$ cat src/rtl/lamp_sequencer.sv
// Lamp driver downstream of the traffic controller: turns single-approach green
// requests into GREEN/AMBER/all-red lamp sequences, with a sticky conflict fault.
module lamp_sequencer #(
   parameter int AMBER_TICKS   = 3,
   parameter int ALL_RED_TICKS = 1
) (
   input  logic       clk,
   input  logic       reset,
   input  logic       tick,
   input  logic       enable_n,
   input  logic       enable_s,
   input  logic       enable_e,
   input  logic       enable_w,
   output logic [2:0] lamp_n,
   output logic [2:0] lamp_s,
   output logic [2:0] lamp_e,
   output logic [2:0] lamp_w,
   output logic       pending,
   output logic       fault
);

   localparam int AW = $clog2(AMBER_TICKS + 1);
   localparam int CW = (ALL_RED_TICKS > 0) ? $clog2(ALL_RED_TICKS + 1) : 1;

   localparam logic [1:0] ST_RED   = 2'd0;
   localparam logic [1:0] ST_GREEN = 2'd1;
   localparam logic [1:0] ST_AMBER = 2'd2;

   localparam logic [2:0] LAMP_RED   = 3'b100;
   localparam logic [2:0] LAMP_AMBER = 3'b010;
   localparam logic [2:0] LAMP_GREEN = 3'b001;

   // Only one approach can ever be out of RED, so one FSM plus an owner index
   // is equivalent to four per-approach FSMs.
   logic [1:0]       r_state, w_state_nxt;
   logic [1:0]       r_owner, w_owner_nxt;
   logic [AW-1:0]    r_amber_cnt, w_amber_nxt;
   logic [CW-1:0]    r_clr_cnt, w_clr_nxt;
   logic             r_fault, w_fault_nxt;
   logic             r_pending, w_pending_nxt;
   logic [3:0][2:0]  r_lamp, w_lamp_nxt;

   logic [3:0]       w_en;
   logic             w_any;
   logic             w_conflict;
   logic             w_clear;
   logic             w_grant;
   logic [1:0]       w_req_idx;

   function automatic logic multi_hot(input logic [3:0] v);
      return (v & (v - 4'd1)) != 4'd0;
   endfunction

   function automatic logic [1:0] onehot_idx(input logic [3:0] v);
      logic [1:0] idx;
      case (v)
         4'b0001: idx = 2'd0;
         4'b0010: idx = 2'd1;
         4'b0100: idx = 2'd2;
         4'b1000: idx = 2'd3;
         default: idx = 2'd0;
      endcase
      return idx;
   endfunction

   assign w_en       = {enable_w, enable_e, enable_s, enable_n};
   assign w_any      = |w_en;
   assign w_conflict = multi_hot(w_en);
   assign w_req_idx  = onehot_idx(w_en);
   assign w_clear    = (r_state == ST_RED) && (r_clr_cnt == '0) && !r_fault;
   assign w_grant    = w_clear && w_any && !w_conflict;

   // Next-state, counter and flag computation; fault overrides everything.
   always_comb begin
      w_state_nxt   = r_state;
      w_owner_nxt   = r_owner;
      w_amber_nxt   = r_amber_cnt;
      w_clr_nxt     = r_clr_cnt;
      w_fault_nxt   = r_fault;
      w_pending_nxt = 1'b0;
      if (r_fault || w_conflict) begin
         w_fault_nxt = 1'b1;
         w_state_nxt = ST_RED;
         w_amber_nxt = '0;
         w_clr_nxt   = '0;
      end else begin
         case (r_state)
            ST_RED: begin
               if (w_grant) begin
                  w_state_nxt = ST_GREEN;
                  w_owner_nxt = w_req_idx;
               end else if (tick && (r_clr_cnt != '0)) begin
                  w_clr_nxt = r_clr_cnt - CW'(1);
               end else begin
                  w_clr_nxt = r_clr_cnt;
               end
            end
            ST_GREEN: begin
               if (!w_en[r_owner]) begin
                  w_state_nxt = ST_AMBER;
                  w_amber_nxt = AW'(AMBER_TICKS);
               end else begin
                  w_state_nxt = ST_GREEN;
               end
            end
            ST_AMBER: begin
               if (r_amber_cnt == '0) begin
                  w_state_nxt = ST_RED;
                  w_clr_nxt   = CW'(ALL_RED_TICKS);
               end else if (tick) begin
                  w_amber_nxt = r_amber_cnt - AW'(1);
               end else begin
                  w_amber_nxt = r_amber_cnt;
               end
            end
            default: begin
               w_state_nxt = ST_RED;
               w_amber_nxt = '0;
               w_clr_nxt   = '0;
            end
         endcase
         w_pending_nxt = w_any && !w_grant && !((r_state == ST_GREEN) && w_en[r_owner]);
      end
   end

   // Lamp codes decoded from the next state so the lamp outputs are registered.
   always_comb begin
      for (int i = 0; i < 4; i++) begin
         if ((w_state_nxt == ST_GREEN) && (w_owner_nxt == 2'(i))) begin
            w_lamp_nxt[i] = LAMP_GREEN;
         end else if ((w_state_nxt == ST_AMBER) && (w_owner_nxt == 2'(i))) begin
            w_lamp_nxt[i] = LAMP_AMBER;
         end else begin
            w_lamp_nxt[i] = LAMP_RED;
         end
      end
   end

   // State and output registers.
   always_ff @(posedge clk) begin
      if (reset) begin
         r_state     <= ST_RED;
         r_owner     <= 2'd0;
         r_amber_cnt <= '0;
         r_clr_cnt   <= '0;
         r_fault     <= 1'b0;
         r_pending   <= 1'b0;
         r_lamp      <= {LAMP_RED, LAMP_RED, LAMP_RED, LAMP_RED};
      end else begin
         r_state     <= w_state_nxt;
         r_owner     <= w_owner_nxt;
         r_amber_cnt <= w_amber_nxt;
         r_clr_cnt   <= w_clr_nxt;
         r_fault     <= w_fault_nxt;
         r_pending   <= w_pending_nxt;
         r_lamp      <= w_lamp_nxt;
      end
   end

   assign lamp_n  = r_lamp[0];
   assign lamp_s  = r_lamp[1];
   assign lamp_e  = r_lamp[2];
   assign lamp_w  = r_lamp[3];
   assign pending = r_pending;
   assign fault   = r_fault;

endmodule

$ cat config.mk
export PLATFORM = sky130hd
export DESIGN_NAME = lamp_sequencer
export DESIGN_NICKNAME = d
export VERILOG_FILES = /design/src/rtl/lamp_sequencer.sv
export SDC_FILE = /design/constraint.sdc
export NUM_CORES = 1
export LEC_CHECK = 0
export CORE_MARGIN = 2
export CORE_UTILIZATION = 49
export DETAILED_ROUTE_END_ITERATION = 10
export GPL_ROUTABILITY_DRIVEN = 0
export PLACE_DENSITY = 0.88
export SLEW_MARGIN = 40
export SYNTH_ARGS = -nofsm -noshare
export SYNTH_HDL_FRONTEND = slang
export SYNTH_SLANG_ARGS = --single-unit
export TNS_END_PERCENT = 10
$ cat constraint.sdc
create_clock -name clk -period 2.55 [get_ports clk]
set_input_delay 0.3825 -clock clk [delete_from_list [all_inputs] [get_ports clk]]
set_output_delay 0.3825 -clock clk [all_outputs]
set_load 0.01 [all_outputs]
==> results.py <==
metrics = {
    "outcome": {
        "outcome": "complete, no violations",
    },
    "global_routing": {
        "grt_usage_pct": 19.8,
        "antenna_found_initial": 0,
        "grt.overflow.total": 0,
        "grt_max_degree": 13,
        "grt_pass1_vias": 864,
        "grt_pass1_wl_um": 3700,
    },
    "clocking": {
        "cts-buffers-inserted": 3,
        "cts_tree": "done",
        "cts-root-buf": "clkbuf_4",
        "post_cts_resize_count": 0,
        "clk_latency_ps": 310,
        "htree_levels": 1,
        "cts_hold_buf": 0,
        "clk_pin_slew_worst_paths_ps": 110,
        "post-cts-setup-buffers": 0,
        "cts.sinks": 21,
        "clockBufferDepth": 2,
    },
    "synth": {
        "ys_warn_count": 0,
        "synth_cells": 101,
        "syn_area_per_cell_um2": 9.86,
        "synth_seq_area_share_pct": 42.2,
        "synth_top_cell_by_area": "dfxtp_1",
        "synth_area_leaders": "dfxtp_1 42%, ha_1 6.3%, and4_1 3.5%",
        "netlist_area_um2": 996,
        "synth_top_area_share_pct": 42.2,
        "syn_nets": 113,
        "synth-seq-cells": 21,
        "yosysUniqueCellTypes": 36,
    },
    "power_and_ir_drop": {
        "powerDensity_nw_per_um2": 449,
        "ir_drop_v": 0.000359,
        "switchingPower_uw": 147,
        "p_leak_nw": 0.493,
        "comb_power_share_pct": 15.2,
        "p_sw_share_pct": 25.2,
        "pwr-share-clk_pct": 27.2,
        "p_int_uw": 437,
        "seqPwrFrac_pct": 57.6,
    },
    "timing": {
        "timing.hold.ws_ps": 482,
        "finalClockSkew_ps": 3.21,
        "fmax_ghz": 0.446,
        "fin_crit_sh_pct": 88.0,
        "tns_ps": 0,
        "worst_pin_slew_ps": 473,
        "slew_headroom_pct": 68.2,
        "finalSetupViolCount": 0,
        "finalMaxSlewViolations": 0,
        "rsz0062_at_grt": "no",
        "min_period_ps": 2240,
        "hold_viol_final": 0,
    },
    "worst_setup_path": {
        "regToRegSetupSlack_ps": 480,
        "crit_type": "input port to register",
        "arrival_ps": 2500,
        "r2r_start": "r_state[1]$_SDFF_PP0_",
        "cp-start-kind": "input port",
        "rr_endpoint": "lamp_e[0]$_SDFF_PP0_",
        "crit_chain": "clkdlybuf4s50_1, a2111oi_1, buf_4, or2_1, buf_4, a2111o_1, o21ba_4, and4_1",
        "cp_max_fo": 8,
        "critPathRequiredTime_ps": 2810,
        "reg2reg_depth": 7,
        "crit_slowest_cell": "clkdlybuf4s50_1",
        "worst_path_largest_cell_delay_ps": 590,
        "crit_path_end_kind": "register",
        "cp_common_cell": "buf_4",
    },
    "route": {
        "drcViolationCount": 0,
        "antenna_left": 0,
        "vias": 880,
        "drt_iter0_markers": 17,
        "first_pass_iters": 4,
        "wirelength_um": 2100,
        "post_drt_wl_per_cell_um": 13.3,
        "avgViaCountPerCell": 5.57,
    },
    "floorplan": {
        "chipWidth_um": 49.1,
        "die-area_um2": 2410,
        "die_h_um": 49.1,
        "core_area_um2": 1940,
        "io_pins": 21,
        "initial_core_util_pct": 51.3,
        "num_rows": 16,
    },
    "hold_path": {
        "hold_end": "r_amber_cnt[0]$_SDFFE_PP0P_",
        "min_from": "r_amber_cnt[0]$_SDFFE_PP0P_",
        "hold_path_class": "register to register",
        "min_path_cells": 2,
    },
    "final_layout": {
        "n_antenna_cell": 0,
        "area_delta_synth_final_pct": 30.8,
        "final_nets": 144,
        "drive_above_1_share_pct": 13.7,
        "layout_common_cells": "21 x dfxtp_1, 20 x clkdlybuf4s50_1, 8 x inv_1",
        "final_common_cell": "dfxtp_1",
    },
    "placed_design": {
        "numPortBuffers": 20,
        "place.detailed.hpwl_um": 1650,
    },
    "job": {
        "cap_violations": 0,
    },
}
-- power by group through the flow --
stage | Sequential, mW | Clock [mW] | Combinational [mW]
after global placement | 0.344 | 0 | 0.0849
after detailed placement | 0.345 | 0 | 0.0880
after CTS | 0.337 | 0.169 | 0.0882
final | 0.337 | 0.159 | 0.0887
after floorplan | 0.346 | 0 | 0.0475
after global routing | 0.338 | 0.187 | 0.0960
-- through the flow --
stage                     area (um^2)  total power [mW]  util [%]  worst slack [ps]  std cells
final                            1300             0.585      67.1               306        158
after global routing             1300             0.621      67.1               231        158
after CTS                        1300             0.595      67.1               329        158
after detailed placement         1270             0.433      65.7             -2.47        154
after global placement           1270             0.429      65.7              66.6        154
after floorplan                   996             0.394         -               707        101
-- worst max-delay path, delay by kind of cell --
family / cells / cell delay (ps)
AOI/OAI and AO/OA: 3 / 760
and+or+nand+nor: 2 / 450
buffers and inverters: 3 / 900
-- how the worst max path moves through the flow --
stage                                startpoint                   end
final                                  enable_e  lamp_e[1]$_SDFF_PP0_
after global routing                   enable_e  lamp_e[0]$_SDFF_PP0_
after CTS                              enable_e  lamp_e[1]$_SDFF_PP0_
after detailed placement               enable_e  lamp_e[1]$_SDFF_PP0_
after global placement                 enable_e  lamp_n[1]$_SDFF_PP0_
after floorplan           r_state[0]$_SDFF_PP0_  lamp_e[0]$_SDFF_PP0_
-- registers in the layout, summed over array words and instances (netlist names) --
register	flops
lamp_n	3
pending	1
r_owner	2
lamp_e	3
r_clr_cnt	1
fault	1
lamp_w	3
lamp_s	3
r_state	2
r_amber_cnt	2
-- synthesized netlist by cell type --
cell type,instances
a21oi_1,5
a2111oi_0,1
o311a_1,1
or2_2,1
a2111oi_1,1
mux2_2,1
inv_1,8
nand2b_1,4
nor2_1,7
and2_1,2
ha_1,5
a2111o_1,1
and2_4,1
o21a_1,1
mux2i_1,1
nor3b_1,1
and4_1,4
nor3_1,4
a21o_1,1
a211oi_1,1
buf_4,1
mux4_2,1
dfxtp_1,21
or2_1,1
o2111ai_1,2
o21ai_0,5
nand3_1,2
o21ba_4,1
a2111oi_2,1
nand2_1,1
and3_1,4
nor4_1,1
nor2b_1,3
o211ai_1,3
xnor2_1,2
nor3b_4,1
-- area by class of cell --
cell class                 count  area [um^2]
clock buffer                   3         22.5
clock inverter                 1         5.00
fill                         169          639
inverter                       8         30.0
multi-input combinational     71          538
sequential                    21          420
tap                           27         33.8
timing repair buffer          27          253
-- layer usage --
| layer | vias up | part of all wire, % | track usage (%) |
|---|---|---|---|
| li1 | 430 | - | - |
| met1 | 422 | 46 | 23.7 |
| met2 | 24 | 49 | 34.5 |
| met3 | 4 | 3.9 | 3.37 |
| met4 | 0 | 1.0 | 8.57 |
| met5 | - | 0 | 0 |
-- logic make-up after synthesis --
logic type               Yosys count  share of synthesized area, %
buffers and inverters              9                          3.77
flip-flops                        21                          42.2
XOR/XNOR                           2                          1.76
AND/OR/NAND/NOR                   37                          23.1
AO/OA/AOI/OAI                     24                          18.5
adder cells (fa/ha/maj)            5                          6.28
multiplexers                       3                          4.40
Note: power is estimated with default switching activity, not from simulation.
